`src/rtl/stopwatch_core.sv`:
```
// ---------------------------------------------------------------------------
// stopwatch_core
//
// Centisecond stopwatch with a lap hold. It counts MM:SS.CC in BCD while
// running, freezes the display on a lap request while the count keeps going,
// and flags an overflow past 99:59.99. The count either wraps or saturates
// at 99:59.99, depending on SATURATE.
//
// Parameters
//   SATURATE   : 0 = wrap to 00:00.00 after 99:59.99, 1 = hold at 99:59.99
//
// Ports
//   clk        : system clock; all state changes on its rising edge
//   rst        : asynchronous active-high reset
//   tick       : one-clk-wide 100 Hz enable pulse
//   start_stop : debounced level; its rising edge starts or pauses the count
//   clear      : debounced level; its rising edge returns to idle and zeroes
//   lap        : debounced level; its rising edge enters or leaves the lap hold
//   digits     : displayed BCD value {min_t, min_o, sec_t, sec_o, cs_t, cs_o}
//   running    : high while counting (RUN or LAP)
//   lap_active : high while the display is frozen on the lap value
//   overflow   : sticky; set by a tick arriving at 99:59.99
// ---------------------------------------------------------------------------
module stopwatch_core #(
    parameter int SATURATE = 0
) (
    input  logic        clk,
    input  logic        rst,
    input  logic        tick,
    input  logic        start_stop,
    input  logic        clear,
    input  logic        lap,
    output logic [23:0] digits,
    output logic        running,
    output logic        lap_active,
    output logic        overflow
);

    typedef enum logic [1:0] {
        IDLE  = 2'd0,
        RUN   = 2'd1,
        PAUSE = 2'd2,
        LAP   = 2'd3
    } state_t;

    localparam int NUM_DIGITS = 6;

    // Highest legal value of each digit, least significant (cs_o) first.
    localparam logic [3:0] DIGIT_MAX [NUM_DIGITS] = '{4'd9, 4'd9, 4'd9, 4'd5, 4'd9, 4'd9};

    state_t      state_reg, state_next;
    logic [23:0] count_reg, count_next;
    logic [23:0] lap_hold_reg, lap_hold_next;
    logic [23:0] count_inc;
    logic        overflow_reg, overflow_next;
    logic        running_reg, lap_active_reg;

    logic        start_stop_prev_reg, clear_prev_reg, lap_prev_reg;
    logic        edge_arm_reg;
    logic        start_stop_edge, clear_edge, lap_edge;

    logic [NUM_DIGITS:0] carry;
    logic                at_top;
    logic                count_enable;

    // -----------------------------------------------------------------------
    // Rising-edge detection. edge_arm_reg stays low for the first clock after
    // reset so that a button already held down through reset release is taken
    // as the starting level rather than as a press.
    // -----------------------------------------------------------------------
    assign start_stop_edge = edge_arm_reg & start_stop & ~start_stop_prev_reg;
    assign clear_edge      = edge_arm_reg & clear      & ~clear_prev_reg;
    assign lap_edge        = edge_arm_reg & lap        & ~lap_prev_reg;

    // -----------------------------------------------------------------------
    // BCD increment: a digit advances only when every lower digit is at its
    // maximum, and rolls to 0 when it is itself at its maximum. When all six
    // digits are at their maxima the whole count rolls to 00:00.00.
    // -----------------------------------------------------------------------
    assign carry[0] = 1'b1;

    genvar gi;
    generate
        for (gi = 0; gi < NUM_DIGITS; gi++) begin : g_digit
            logic [3:0] digit;
            logic       at_max;

            assign digit          = count_reg[gi*4 +: 4];
            assign at_max         = (digit == DIGIT_MAX[gi]);
            assign carry[gi+1]    = carry[gi] & at_max;
            assign count_inc[gi*4 +: 4] = !carry[gi] ? digit :
                                          (at_max ? 4'd0 : digit + 4'd1);
        end
    endgenerate

    assign at_top       = carry[NUM_DIGITS];
    assign count_enable = tick & ((state_reg == RUN) | (state_reg == LAP));

    // -----------------------------------------------------------------------
    // Next-state logic. The tick is applied against the present state, and
    // the lap hold captures the post-tick count of the entry cycle.
    // -----------------------------------------------------------------------
    always_comb begin
        state_next    = state_reg;
        count_next    = count_reg;
        lap_hold_next = lap_hold_reg;
        overflow_next = overflow_reg;

        if (clear_edge) begin
            state_next    = IDLE;
            count_next    = '0;
            lap_hold_next = '0;
            overflow_next = 1'b0;
        end else begin
            if (count_enable) begin
                if (at_top) begin
                    overflow_next = 1'b1;
                    count_next    = (SATURATE != 0) ? count_reg : count_inc;
                end else begin
                    count_next = count_inc;
                end
            end

            case (state_reg)
                IDLE: begin
                    if (start_stop_edge) state_next = RUN;
                end
                RUN: begin
                    if (start_stop_edge) begin
                        state_next = PAUSE;
                    end else if (lap_edge) begin
                        state_next    = LAP;
                        lap_hold_next = count_next;
                    end
                end
                LAP: begin
                    if (start_stop_edge)  state_next = PAUSE;
                    else if (lap_edge)    state_next = RUN;
                end
                PAUSE: begin
                    if (start_stop_edge) state_next = RUN;
                end
                default: state_next = IDLE;
            endcase
        end
    end

    // -----------------------------------------------------------------------
    // State registers. running/lap_active are decoded from the next state so
    // they line up with state_reg while being pure flop outputs.
    // -----------------------------------------------------------------------
    always_ff @(posedge clk or posedge rst) begin
        if (rst) begin
            state_reg           <= IDLE;
            count_reg           <= '0;
            lap_hold_reg        <= '0;
            overflow_reg        <= 1'b0;
            running_reg         <= 1'b0;
            lap_active_reg      <= 1'b0;
            start_stop_prev_reg <= 1'b0;
            clear_prev_reg      <= 1'b0;
            lap_prev_reg        <= 1'b0;
            edge_arm_reg        <= 1'b0;
        end else begin
            state_reg           <= state_next;
            count_reg           <= count_next;
            lap_hold_reg        <= lap_hold_next;
            overflow_reg        <= overflow_next;
            running_reg         <= (state_next == RUN) || (state_next == LAP);
            lap_active_reg      <= (state_next == LAP);
            start_stop_prev_reg <= start_stop;
            clear_prev_reg      <= clear;
            lap_prev_reg        <= lap;
            edge_arm_reg        <= 1'b1;
        end
    end

    // The display selects between two registers, so it follows reset at once
    // and switches back to the live count on the clock that leaves LAP.
    assign digits     = (state_reg == LAP) ? lap_hold_reg : count_reg;
    assign running    = running_reg;
    assign lap_active = lap_active_reg;
    assign overflow   = overflow_reg;

endmodule
```
`config.mk`:
```
export PLATFORM = sky130hd
export DESIGN_NAME = stopwatch_core
export DESIGN_NICKNAME = d
export VERILOG_FILES = /design/src/rtl/stopwatch_core.sv
export SDC_FILE = /design/constraint.sdc
export NUM_CORES = 1
export LEC_CHECK = 0
export CORE_MARGIN = 3
export CORE_UTILIZATION = 35
export CTS_CLUSTER_SIZE = 20
export DETAILED_ROUTE_END_ITERATION = 12
export SLEW_MARGIN = 20
export SYNTH_ARGS = -nofsm -noshare
export SYNTH_HDL_FRONTEND = slang
export SYNTH_SLANG_ARGS = --single-unit
```
`constraint.sdc`:
```
create_clock -name clk -period 2.3 [get_ports clk]
set_input_delay 0.23 -clock clk [delete_from_list [all_inputs] [get_ports clk]]
set_output_delay 0.23 -clock clk [all_outputs]
set_load 0.03 [all_outputs]
```
After elaboration in Yosys (flattened, before gate mapping)
Cells that the tools add are included.
{"block": "word_totals", "regBits": 57, "latch_bits": 0, "ramBits": 0, "rom_bits": 0, "inputBits": 6, "out_inout_bits": 27, "memories": 0}
{"block": "op_classes", "n_addsub": 6, "n_mul": 0, "div": 0, "n_lt_le_gt_ge": 0, "n_eq_ne": 12, "shifts": 0, "n_mux": 28, "n_bitwise": 16, "reduce_logical": 9}
{"op": "two-way mux 24 bit", "count": 7}
{"op": "two-way mux 4 bit", "count": 11}
{"op": "adder 4 x 1 -> 4 bit, second input constant", "count": 6}
{"op": "== test 4 bit, second input constant", "count": 5}
{"op": "AND 1 bit", "count": 12}
{"op": "two-way mux 2 bit", "count": 6}
{"op": "nonzero test 2 bit", "count": 4}
{"op": "== test 2 bit, second input constant", "count": 3}
{"op": "case mux 2 bit (3 select lines)", "count": 1}
{"op": "== test 2 x 1 -> 1 bit, second input constant", "count": 2}
{"op": "== test 4 x 3 -> 1 bit, second input constant", "count": 1}
{"op": "two-way mux 1 bit", "count": 3}
{"op": "NOT 1 bit", "count": 3}
{"op": "AND reduction 3 bit", "count": 1}
{"op": "zero test 2 bit", "count": 1}
{"op": "!= test 2 x 1 -> 1 bit, second input constant", "count": 1}
{"op": "AND reduction 2 bit", "count": 1}
{"op": "OR reduction 2 bit", "count": 1}
{"op": "logical OR 1 bit", "count": 1}
{"op": "bitwise OR 1 bit", "count": 1}

Logic depth before layout (Yosys ltp)
Gate-level depths: netlist of run 1.
{"block": "logic_depth", "word_depth": 11, "mapped_depth": 7, "mapped_depth_nobuf": 5}

Worst setup path before layout of run 1
Ideal clock, no wire load.
{"block": "synth_timing", "path_type": "register to output", "start": "reg state_reg[0]", "end": "out digits[10]", "arrival_time_ps": 1625, "t_required_ps": 2070, "slack_ps": 445, "path_stages_with_launch": 5, "path_cell_list": "dfrtp_1 > buf_6 > nand2_1 > clkbuf_1 > mux2_2"}
{"block": "synth_between", "elab_chain_len": 2}
{"item": "start, declared", "line_no": "51", "text": "state_t state_reg, state_next;"}
{"item": "start signal, assigned", "line_no": "165", "text": "state_reg <= state_next;"}
{"item": "== test 2 bit", "line_no": "180", "text": "assign digits = (state_reg == LAP) ? lap_hold_reg : count_reg;"}
{"item": "two-way mux 24 bit", "line_no": "180"}
{"item": "end, declared", "line_no": "33", "text": "output logic [23:0] digits,"}
Every way passes these cells.

Final worst setup path of run 1
{"block": "layout_timing", "start": "reg state_reg[1]", "end": "out digits[22]"}
Same word-level chain as after synthesis.

==> results of run 1 <==
==> metal layers <==
layer,vias up,wire [µm]
met5,-,0
met4,0,22
met3,2,185
met2,33,2760
met1,1015,2950
li1,1038,-
==> cell usage after synthesis, types with 2 or more instances <==
cell      count  share of area
a21oi_1      23          0.040
a21oi_2       2         0.0061
a22oi_1       2         0.0052
a31oi_1       2         0.0044
and2_1        2         0.0044
and3_1        2         0.0044
and4b_1       2         0.0070
buf_1         3         0.0039
buf_2         3         0.0052
buf_6         4          0.016
clkbuf_1      6         0.0078
dfrtp_1      56           0.49
inv_1         6         0.0078
mux2_2       25          0.098
mux2i_1       5          0.017
nand2_1      11          0.014
nand2b_1      3         0.0065
nand3_1      12          0.021
nand3_2       2         0.0070
nand3b_1      2         0.0052
nand4b_1      3         0.0091
nor2_1       35          0.046
nor2b_1       3         0.0065
nor3_1        2         0.0035
nor3b_1       4          0.010
o21ai_0      19          0.033
o21ai_1       3         0.0052
o31ai_1       2         0.0052
xnor2_1       4          0.012
xor2_1       10          0.030
==> cells by family (layout without fill, tap and decap cells) <==
logic type	count (synthesis)	count (layout)	synth area share
AOI/OAI and AO/OA	60	60	0.121
buffers and inverters	22	55	0.0405
xor gates and xnor gates	14	14	0.0427
other	1	1	0.00130
and+or+nand+nor	94	94	0.192
DFF	56	56	0.488
muxes	30	30	0.115
==> through the flow <==
step | hold slack [ns] | instances
floorplan | 0.261 | 277
global placement | 0.482 | 405
detailed placement | 0.490 | 405
CTS | 0.315 | 412
global route | 0.325 | 412
finish | 0.293 | 412
==> worst paths after layout <==
check                                start                  end  slack, ns  cells past startpoint
setup / recovery              state_reg[1]           digits[22]       0.38                      4
hold / removal                         rst     lap_hold_reg[21]       0.29                      3
setup reg to reg              count_reg[1]     lap_hold_reg[21]       0.52                      5
hold reg to reg            lap_hold_reg[4]      lap_hold_reg[4]       0.51                      2
max in group asynchronous              rst         count_reg[1]       1.74                      3
min in group clk                start_stop  start_stop_prev_reg       0.39                      1
==> power by group through the flow <==
stage               sequential [mW]  combinational, mW  clock (mW)
finish                         1.21              0.554       0.504
global route                   1.23              0.614       0.571
CTS                            1.21              0.571       0.531
detailed placement             1.23              0.567           0
global placement               1.23              0.560           0
floorplan                      1.22              0.384           0
==> cells in the final DEF (no fill, tap or decap), types with 4 or more instances in the layout <==
cell	n
a21oi_1	23
buf_4	11
clkbuf_8	5
clkdlybuf4s50_1	8
dfrtp_1	56
dlymetal6s2s_1	21
inv_1	5
mux2_2	25
mux2i_1	5
nand2_1	11
nand3_1	12
nor2_1	35
nor3b_1	4
o21ai_0	19
xnor2_1	4
xor2_1	10
==> final cells by class <==
| class | count | area [µm²] |
|---|---|---|
| clock buffer | 6 | 72.6 |
| timing repair buffer | 42 | 465 |
| sequential | 56 | 1400 |
| inverter | 6 | 22.5 |
| clock inverter | 1 | 5.00 |
| fill | 798 | 4390 |
| tap | 102 | 128 |
| multi-input combinational | 199 | 1360 |
==> worst min-delay path: stages <==
cell             delay (ns)
clkdlybuf4s50_1        0.41
inv_2                  0.07
buf_12                 0.27
==> results.md, run 1 <==
| Step | Metric | This run |
|---|---|---|
| sta | Crit path time final | 1.92 ns |
| worst setup path | Worst path slowest cell | dfrtp_1 |
| die | Die ar. | 0.00933 mm² |
| run | Count of maximum capacitance violations | 0 |
| pwr | Switching part of the total | 0.307 |
| die | Number of I/O pins | 33 |
| logic synthesis | Number of different library cells in the post-synthesis netlist | 49 |
| worst setup path | Worst endpoint data arrival time | 1.69 ns |
| grt | GRT Max-Usage Layer | met2 |
| worst setup path | Required arrival time at the worst endpoint | 2.07 ns |
| final layout | End-of-flow core utilization | 0.440 |
| logic synthesis | Post-synth EDFFs | 0 |
| grt | Antenna violations before repair | 0 |
| place | Count of buffers from port buffering | 32 |
| worst setup path | Category of the most critical setup path | reg -> out |
| clock network | CTS tree | built |
| pwr | Total power | 2.27 mW |
| logic synthesis | Gate count after technology mapping | 277 |
| pwr | Lkg Pwr | 1.89 nW |
| pwr | Power density cells | 656 mW/mm² |
| pwr | Sw Pwr | 698 µW |
| pwr | Internal Pwr Total | 1.57 mW |
| logic synthesis | Number of storage elements in the synthesis netlist | 56 |
| logic synthesis | Cell area after synthesis | 0.00287 mm² |
| clock network | CTS buffer count | 5 |
| grt | Maximum number of pins on one net before global-route repair | 57 |
| hold path | Class of the tightest hold or removal check | in -> async |
| status | Status | completed |
| clock network | Root cell of the clock tree | clkbuf_8 |
| sta | Setup TNS | 0 ns |
| die | Horizontal die dimension | 96.6 µm |
| logic synthesis | Async set-or-reset flop fraction in the synthesized netlist | 1.00 |
| logic synthesis | Avg Inst Size Synth | 10.4 µm² |
| worst setup path | Critical path launch point type | register |
| final layout | Layout overhead on the synthesized area | 20.2% |
| route | Post-DR wirelength/cell | 14.3 µm |
| die | Starting utilization of the core area | 0.366 |
| worst setup path | Highest fanout seen on the critical path | 24 |
| route | Total via count after detailed routing | 2088 |
| logic synthesis | Proportion of synthesized chip area in sequential cells | 0.488 |
| sta | Count of pins over their slew limit | 0 |
| worst setup path | Delay-heaviest family, CP | flip-flops |
| worst setup path | Crit. End Element | output port |
| clock network | Total setup buffers inserted after CTS | 0 |
| route | Remaining number of nets flagged by the antenna check after routing | 0 |
| clock network | Number of buffers inserted for hold repair after clock tree synthesis | 0 |
| place | Worst slack at placement | 0.308 ns |
| grt | Wire length of the first global-routing pass | 10300 µm |
| clock network | Count of instances resized after the clock tree is built | 0 |
| sta | Unrepaired setup endpoints after global routing | no |
| die | Row Count | 32 |
| route | Remaining routing DRC violations | 0 |
| sta | Worst Setup Slack, final | 0.385 ns |
| place | Post-detailed-placement half-perimeter wirelength | 4120 µm |
| die | Die Height | 96.6 µm |
| pwr | Register share of total power | 0.534 |
| grt | Via count of the first global-routing pass | 2097 |
| pwr | VDD IR max | 0.268 mV |
| final layout | Fraction of layout instances using a drive strength above 1 | 0.190 |
| clock network | Clock-pin slew reported for the worst setup and hold paths after clock tree synthesis | 0.09 ns |
| clock network | Clock insertion delay at the later pin of the skew report | 0.30 ns |
| clock network | Maximum level of the CTS H-tree | 2 |
| grt | GRT Overall Usage | 0.131 |
| grt | Global Route met2 Usage | 0.210 |
| worst setup path | Max stage delay on crit path | 0.45 ns |
| place | Global placement routability congestion | 0.838 |
| sta | Final Hold Violating Endpoints | 0 |
| route | Router iterations before antenna repair | 5 |
| final layout | Ant diodes | 0 |
| die | Core ar. | 0.00785 mm² |
| grt | GRT Residual Overflow | 0 |
| worst setup path | Buffering stage count on the worst path with inverters included | 2 |
| route | Number of design-rule violations left by the first detailed-router iteration | 77 |
| logic synthesis | Synthesis warning total | 0 |
| place | Placed standard-cell area | 0.00333 mm² |
| final layout | Number of nets in the layout | 316 |
| worst setup path | Worst-path cell chain | nand2_1 > buf_12 > mux2_2 > dlymetal6s2s_1 |
| pwr | Combinational share of power | 0.244 |
| route | Final wirelength | 5910 µm |
| grt | Met1 routing resource usage after global routing | 0.187 |
| sta | Share of the clock period used by the worst path after layout | 0.833 |
| sta | Final setup viols | 0 |
| route | Average vias per placed instance | 5.07 |
| sta | Maximum clock frequency | 522 MHz |
| logic synthesis | Syn nets | 283 |
| logic synthesis | Top flip-flop cell by instance count after synthesis | dfrtp_1 |
| pwr | Clock power frac | 0.222 |
| clock network | Clock sink count | 56 |
| clock network | Buffer levels on the longest clock path | 2 |
| sta | Clock tree skew after final layout | 0.00862 ns |
| grt | Global Route met3 Usage | 0.0274 |
| final layout | Final cell area excluding filler cells | 0.00346 mm² |
Note: power is estimated with default switching activity, not from simulation.
==> run 2: changes to the inputs <==
==> constraint.sdc (replaced) <==
create_clock -name clk -period 1.9 [get_ports clk]
set_input_delay 0.19 -clock clk [delete_from_list [all_inputs] [get_ports clk]]
set_output_delay 0.19 -clock clk [all_outputs]
set_load 0.03 [all_outputs]
==> run 2 against run 1 <==
Against the previous run:
- final area grew 0.29%
- hold slack got worse by 0.034 ns
- die area is the same
- sequential share of layout area down 0.12 points
- register-to-register slack lost 0.37 ns
- clock power grew 22%
- routed wire length increased by 4.5%
- utilization grew 0.13 points
- sequential power increased by 20%
- combinational power is 35% higher
- largest power group unchanged
- highest routed layer unchanged
==> results.md, run 2 (synthesized netlist as in run 1, its figures left out) <==
| Step | Metric | This run | Change |
|---|---|---|---|
| place | Global placement routability congestion | 0.781 | was 0.838 |
| route | Length of routed wiring on met1 | 3050 µm | was 2950 µm |
| route | Average vias per placed instance | 5.05 | was 5.07 |
| grt | Antenna violations before repair | 0 | unchanged |
| worst setup path | Highest fanout seen on the critical path | 12 | was 24 |
| pwr | Register share of total power | 0.515 | was 0.534 |
| clock network | CTS buffer count | 5 | unchanged |
| grt | Via count of the first global-routing pass | 2090 | was 2097 |
| sta | Share of the clock period used by the worst path after layout | 0.971 |  |
| pwr | VDD IR max | 0.433 mV | was 0.268 mV |
| worst setup path | Endpoint of the worst-slack reg-to-reg timing path | lap_hold_reg[21] | unchanged |
| route | Post-DR wirelength/cell | 14.7 µm | was 14.3 µm |
| pwr | Power density cells | 811 mW/mm² | was 656 mW/mm² |
| final layout | Sequential standard cell area | 0.00140 mm² | unchanged |
| final layout | Fill cell instance count of the final layout | 777 | was 798 |
| worst setup path | Worst-path cell chain | nand2_2 > clkbuf_16 > mux2_2 > clkdlybuf4s15_2 | was nand2_1 > buf_12 > mux2_2 > dlymetal6s2s_1 |
| worst setup path | Category of the most critical setup path | reg -> out | unchanged |
| route | Detailed route wirelength on metal2 | 2880 µm | was 2760 µm |
| pwr | Switching part of the total | 0.311 | was 0.307 |
| route | Remaining number of nets flagged by the antenna check after routing | 0 | unchanged |
| hold path | Class of the tightest hold or removal check | in -> async | unchanged |
| clock network | Clock sink count | 56 | unchanged |
| final layout | Highest-count cells in the layout ignoring fill and taps | 56 x dfrtp_1, 35 x nor2_1, 25 x mux2_2 | unchanged |
| route | Router iterations before antenna repair | 4 | was 5 |
| grt | GRT Residual Overflow | 0 | unchanged |
| pwr | Internal Pwr Total | 1.94 mW | was 1.57 mW |
| sta | Setup TNS | 0 ns | unchanged |
| clock network | Number of buffers inserted for hold repair after clock tree synthesis | 0 | unchanged |
| final layout | Area used by multi-input combinational logic | 0.00136 mm² | about the same |
| worst setup path | Critical path launch point type | register | unchanged |
| route | Total via count after detailed routing | 2122 | was 2088 |
| worst setup path | R2r setup slk | 0.15 ns | was 0.52 ns |
| sta | Clock tree skew after final layout | 0.00397 ns | was 0.00862 ns |
| sta | Worst Setup Slack, final | 0.0546 ns | was 0.385 ns |
| final layout | Most common library cell in the layout ignoring fill and taps | dfrtp_1 | unchanged |
| route | Final wirelength | 6180 µm | was 5910 µm |
| die | Number of I/O pins | 33 | unchanged |
| pwr | Clock power frac | 0.219 | was 0.222 |
| worst setup path | Worst path slowest cell | dfrtp_1 | unchanged |
| grt | GRT Overall Usage | 0.132 | was 0.131 |
| worst setup path | Required arrival time at the worst endpoint | 1.71 ns | was 2.07 ns |
| sta | Final setup viols | 0 | unchanged |
| die | Die ar. | 0.00933 mm² | unchanged |
| final layout | Post-Layout Cell Count | 420 | was 412 |
| die | Die Height | 96.6 µm | unchanged |
| clock network | Root cell of the clock tree | clkbuf_8 | unchanged |
| route | Remaining routing DRC violations | 0 | unchanged |
| worst setup path | Reg2Reg Depth | 6 | was 5 |
| final layout | Fraction of layout instances using a drive strength above 1 | 0.280 | was 0.190 |
| place | Worst slack at placement | -0.0239 ns | was 0.308 ns |
| pwr | Total power | 2.81 mW | was 2.27 mW |
| clock network | Total setup buffers inserted after CTS | 0 | unchanged |
| clock network | Clock insertion delay at the later pin of the skew report | 0.30 ns | about the same |
| pwr | Lkg Pwr | 1.58 nW | was 1.89 nW |
| clock network | Maximum level of the CTS H-tree | 2 | unchanged |
| place | Count of buffers from port buffering | 32 | unchanged |
| route | Number of design-rule violations left by the first detailed-router iteration | 60 | was 77 |
| clock network | CTS tree | built | unchanged |
| worst setup path | Worst endpoint data arrival time | 1.66 ns | was 1.69 ns |
| sta | Count of pins over their slew limit | 0 | unchanged |
| die | Core ar. | 0.00785 mm² | unchanged |
| pwr | Sw Pwr | 874 µW | was 698 µW |
| final layout | Number of nets in the layout | 324 | was 316 |
| final layout | Layout overhead on the synthesized area | 20.6% | was 20.2% |
| clock network | Buffer levels on the longest clock path | 2 | unchanged |
| clock network | Clock-pin slew reported for the worst setup and hold paths after clock tree synthesis | 0.09 ns | about the same |
| pwr | Combinational share of power | 0.266 | was 0.244 |
| route | Uppermost layer routed | met4 | unchanged |
| worst setup path | Crit Reg-Reg Startpoint | state_reg[0] | was count_reg[1] |
| sta | Maximum clock frequency | 542 MHz |  |
| worst setup path | Crit. End Element | output port | unchanged |
| route | Met3 WL | 191 µm | was 185 µm |
| place | Placed cell count | 412 | was 405 |
| place | Post-detailed-placement half-perimeter wirelength | 4130 µm | was 4120 µm |
| die | Starting utilization of the core area | 0.366 | unchanged |
| run | Count of maximum capacitance violations | 0 | unchanged |
| grt | Wire length of the first global-routing pass | 10300 µm | about the same |
| sta | Crit path time final | 1.85 ns |  |
| sta | Unrepaired setup endpoints after global routing | yes | was no |
| final layout | Ant diodes | 0 | unchanged |
| die | Horizontal die dimension | 96.6 µm | unchanged |
| status | Status | completed | unchanged |
| worst setup path | Max stage delay on crit path | 0.40 ns | was 0.45 ns |
| die | Row Count | 32 | unchanged |
| grt | Maximum number of pins on one net before global-route repair | 57 | unchanged |
| sta | Final Hold Violating Endpoints | 0 | unchanged |
-- run 2: cell types whose count changed in the layout (fill, tap and decap cells not counted), sizes merged --
| cell | delta |
|---|---|
| dlymetal6s2s | -21 |
| clkdlybuf4s15 | +14 |
| buf | +11 |
| clkbuf | +4 |
-- run 2: area by class of cell --
class,count,area share
Sequential cell,56,0.404
Multi-Input combinational cell,199,0.394
Timing Repair Buffer,50,0.136
Tap cell,102,0.0368
Clock buffer,6,0.0209
Inverter,6,0.00650
Clock inverter,1,0.00144
-- run 2: layer usage --
layer / track usage / vias to the layer above
met1: 0.183 / 1030
met3: 0.0296 / 4
met2: 0.208 / 33
met4: 0.0356 / 0
li1: - / 1055
met5: 0 / -
-- run 2: stage by stage --
stage | util | hold slack [ns] | instance area, µm²
floorplan | - | 0.221 | 2870
global placement | 0.430 | 0.469 | 3380
detailed placement | 0.430 | 0.475 | 3380
CTS | 0.443 | 0.261 | 3480
global route | 0.442 | 0.278 | 3470
finish | 0.442 | 0.259 | 3470
-- run 2: power groups by stage --
stage	Combinational, mW	Clock [mW]	Sequential (mW)
after global placement	0.732	0	1.46
final	0.748	0.615	1.45
after CTS	0.733	0.646	1.44
after global routing	0.819	0.683	1.46
after detailed placement	0.742	0	1.46
after floorplan	0.465	0	1.48
-- run 2: critical path: cells and delay by family, from the launching register on --
family        cells  cell delay, ns
mux               1            0.34
simple gates      1            0.14
flops             1            0.40
buf+inv           2            0.48
-- run 2: how the worst max path moves through the flow --
stage | start | to | slack [ns] | cells past startpoint
2_1_floorplan | state_reg[0] | digits[10] | 0.08 | 4
3_3_place_gp | tick | lap_hold_reg[21] | 0.02 | 6
3_5_place_dp | tick | lap_hold_reg[21] | -0.02 | 6
4_1_cts | state_reg[1] | digits[22] | -0.003 | 4
5_1_grt | state_reg[1] | digits[21] | -0.01 | 4
6_report | state_reg[1] | digits[21] | 0.05 | 4
-- run 2: what timing repair did --
item | 4_1_cts | 5_1_grt
resized for setup | 60 | 12
gates cloned | 0 | 1
endpoints found under the setup margin | 21 | 18
==> patch 1 (config.mk and constraints of run 2) <==
`lap_hold_reg` no longer has a reset.
--- a/src/rtl/stopwatch_core.sv
+++ b/src/rtl/stopwatch_core.sv
@@ -155,3 +155,2 @@
             count_reg           <= '0;
-            lap_hold_reg        <= '0;
             overflow_reg        <= 1'b0;
@@ -166,3 +165,2 @@
             count_reg           <= count_next;
-            lap_hold_reg        <= lap_hold_next;
             overflow_reg        <= overflow_next;
@@ -177,2 +175,6 @@
 
+    always_ff @(posedge clk) begin
+        lap_hold_reg <= lap_hold_next;
+    end
+
     // The display selects between two registers, so it follows reset at once
Check against the original RTL: no difference found for any inputs over 10 cycles, from zero or initial values and one cycle with rst high; that may be too few to reach the edited logic, so the function may still have changed.
==> patch 1 against run 2 <==
Synthesized area shrank 3.0%; first-iteration DRC count grew 27%; worst setup slack worse by 0.0025 ns; total power increased by 8.8%; final area is 0.97% higher; sequential cell count unchanged; die area decreased by 2.8%; wire length down 3.4%; largest power group unchanged.
==> patch 1: results (changes against run 2) <==
• 2710 microns — met2 wire len, -6.0%
• 722 — fill count, -7.1%
• 8 — number of logic inverters in the finished layout, +2
• 61 — number of buffers other than clock buffers in the final layout, +22%
• 0.00128 sq mm — sequential cell area, -8.5%
• 337 — net count of the finished layout, +4.0%
• finished clean — result of the run
• 10,100 microns — wire length of the first global-routing pass, -1.8%
• 0.12 ns — register-to-register path setup slack, -0.03 ns
• 0.0440 — xor-xnor portion of the synthesized cell area, +0.00130
• 0.118 — multiplexer share of the synthesized area, +0.00307
• 0.00738 ns — Worst Skew, +0.00341 ns
• 46 — pin count of the biggest net entering global routing, -19%
• digits[3] — endpoint of the worst setup timing path
• 200 microns — met3 routed wirelength, +4.7%
• 13.8 microns — drt wl/cell, -5.9%
• 2,106 — via count of the first global-routing pass, +0.77%
• 0.272 ns — hold slack, +0.0137 ns
• 0.803 — final weighted congestion in routability-driven placement, +2.8%
• 0.226 — global-route met2 utilization, +0.0176
• 2980 microns — wire length on met1, -2.3%
• 4160 microns — Post-DP HPWL, +0.54%
• 0.196 — met1 GRT Util, +0.0123
• nor2_1, dfrtp_1, a21oi_1, dfxtp_1, mux2_2 — most used standard cells in the synthesized netlist
• 0.304 — share of post-route cells with drive strength above 1, +0.0243
• 76 — initial DRC count, +27%
• 51 — number of distinct library cells after synthesis, +4.1%
• 0.127 — share of the synthesized area in compound gates (AO/OA/AOI/OAI), +0.00682
• 7 — Layout clock buffers, +1
• lap_hold_reg[21]$_SDFFE_PP0P_ — FF-to-FF End
• dfrtp_1, dfxtp_1, mux2_2 — largest cells by area after synthesis
[patch 1: changes by cell type after synthesis, moves of 4 or more]
cell | run 2 | this run
xor2_1 | 10 | 6
dfxtp_1 | 0 | 24
xnor2_1 | 4 | 8
a211oi_1 | 1 | 5
nand3_1 | 12 | 6
o21ai_0 | 19 | 23
dfrtp_1 | 56 | 32
[patch 1: through the flow]
step	setup TNS, ns	cell area (sq um)	worst slack, ns	std cells
after floorplan	0	2790	0.0780	279
after global placement	-0.0462	3370	-0.0263	422
after detailed placement	-0.107	3370	-0.0490	422
after CTS	0	3530	0.0122	430
after global routing	-0.0289	3500	-0.0144	431
final	0	3500	0.0521	431
[patch 1: where the power goes]
| part | total [uW] | internal (uW) | switching, uW |
|---|---|---|---|
| combinational | 763 | 339 | 423 |
| sequential | 1450 | 1360 | 86.8 |
| clock | 843 | 466 | 378 |
| total | 3060 | 2170 | 888 |
==> patch 2 (flow settings as in run 2) <==
Without the edit above. `SATURATE`: 0 -> 1. Comments in the files are not updated.
--- a/src/rtl/stopwatch_core.sv
+++ b/src/rtl/stopwatch_core.sv
@@ -24,3 +24,3 @@
 module stopwatch_core #(
-    parameter int SATURATE = 0
+    parameter int SATURATE = 1
 ) (
Formal check against the unedited RTL: same outputs for any inputs over 10 cycles, from zero or initial values and one cycle with rst high; that may be too few to reach the edited logic, so the function may still have changed.
==> patch 2 against run 2 <==
Count of clock-buffer cells in the layout rose by 1; total power rose by 9.7%; clock skew rose by 0.0047 ns; worst setup slack improved by 0.018 ns; final area rose by 12%; wire length rose by 17%; synthesized area rose by 3.1%; cell count rose by 12%; combinational power rose by 3.3%; sequential cell count did not move; clock power rose by 41%; critical path type unchanged; critical endpoint is now digits[16]; highest routed layer unchanged.
==> patch 2: results (changes against run 2) <==
• 206 microns — met3 routed wirelength, +7.9%
• 0.0243 — met3 track demand over resource, -0.00527
• 7210 microns — wire length reported by the detailed router, +17%
• lap_hold_reg[17]$_DFFE_PP0P_ — FF-to-FF End
• 122 — initial DRC count, +100%
• 0.255 — global-route met2 utilization, +0.0474
• 0.10 ns — register-to-register path setup slack, -0.05 ns
• 4920 microns — Post-DP HPWL, +19%
• 12,100 microns — wire length of the first global-routing pass, +17%
• 13 — Crit Path Max Fanout, +1
• 0.373 — share of post-route cells with drive strength above 1, +0.0934
• 3080 uW — Power Total, +9.7%
• 0.00182 uW — P_leak, +16%
• 1.64 ns — Critical Path AT, -0.02 ns
• 0.153 — overall global routing resource usage, +0.0214
• digits[16] — endpoint of the worst setup timing path
• 0.473 — sequential share of the synthesized area, -0.0148
• 0.00871 ns — Worst Skew, +0.00474 ns
• 5.26 — via-per-instance ratio, +4.2%
• 7 — depth of the worst register-to-register path, +1
• 382 — net count of the finished layout, +18%
• finished clean — result of the run
• 757 — fill count, -2.6%
• 317 — number of nets produced by synthesis, +12%
• 15.4 microns — drt wl/cell, +4.4%
• count_reg[20]$_DFF_PP0_ — r2r startpoint
• dfrtp_1, nor2_1, a21oi_1 — most used standard cells in the synthesized netlist
• -0.0529 ns — pre-CTS setup slack, -0.0290 ns
• 3370 microns — wire length on met1, +10%
• 45 — number of distinct library cells after synthesis, -8.2%
• 458 — Post-Place Cells, +11%
• 0.251 — portion of total power attributed to combinational logic, -0.015
• 0.205 — met1 GRT Util, +0.0221
• 0.237 ns — hold slack, -0.0221 ns
• 301 — gate count of the mapped netlist, +8.7%
• 0.299 — net switching share of the total power, -0.0120
• 0.815 — final weighted congestion in routability-driven placement, +4.4%
• dfrtp_1, mux2_2, a21oi_1 — largest cells by area after synthesis
• 0.40 ns — delay contributed by the slowest stage of the critical path, about the same
• 547 MHz — Achievable Freq, +1.0%
• 36 — CTS-repair resized insts, -40%
• 0.00373 sq mm — standard cell area after detailed placement, +10%
==> patch 2: cell types whose count changed after synthesis, sizes merged, moves of 3 or more <==
cell and delta:
a211oi +4, nand4b -3, xor2 -6, nand2 +4, buf -3, and3b +4
nor4 +4, and4b -3, ha +10, a21oi +3, nand4 +3, nor3 +10
clkbuf +3
==> patch 2: cell families after synthesis <==
group	after synthesis	share of synthesized area
buf+inv	24	0.0317
simple gates	105	0.186
xor+xnor	7	0.0207
compound gates	70	0.141
other cells	1	0.00127
mux	28	0.105
flops	56	0.473
fa+ha+maj	10	0.0422
==> patch 2: cell type report <==
| type | instances | area [sq um] | area share |
|---|---|---|---|
| Multi-Input combinational cell | 221 | 1610 | 0.413 |
| Timing Repair Buffer | 74 | 597 | 0.153 |
| Clock buffer | 7 | 96.3 | 0.0248 |
| Inverter | 8 | 30.0 | 0.00772 |
| Tap cell | 102 | 128 | 0.0328 |
| Sequential cell | 56 | 1400 | 0.361 |
| Clock inverter | 1 | 30.0 | 0.00772 |
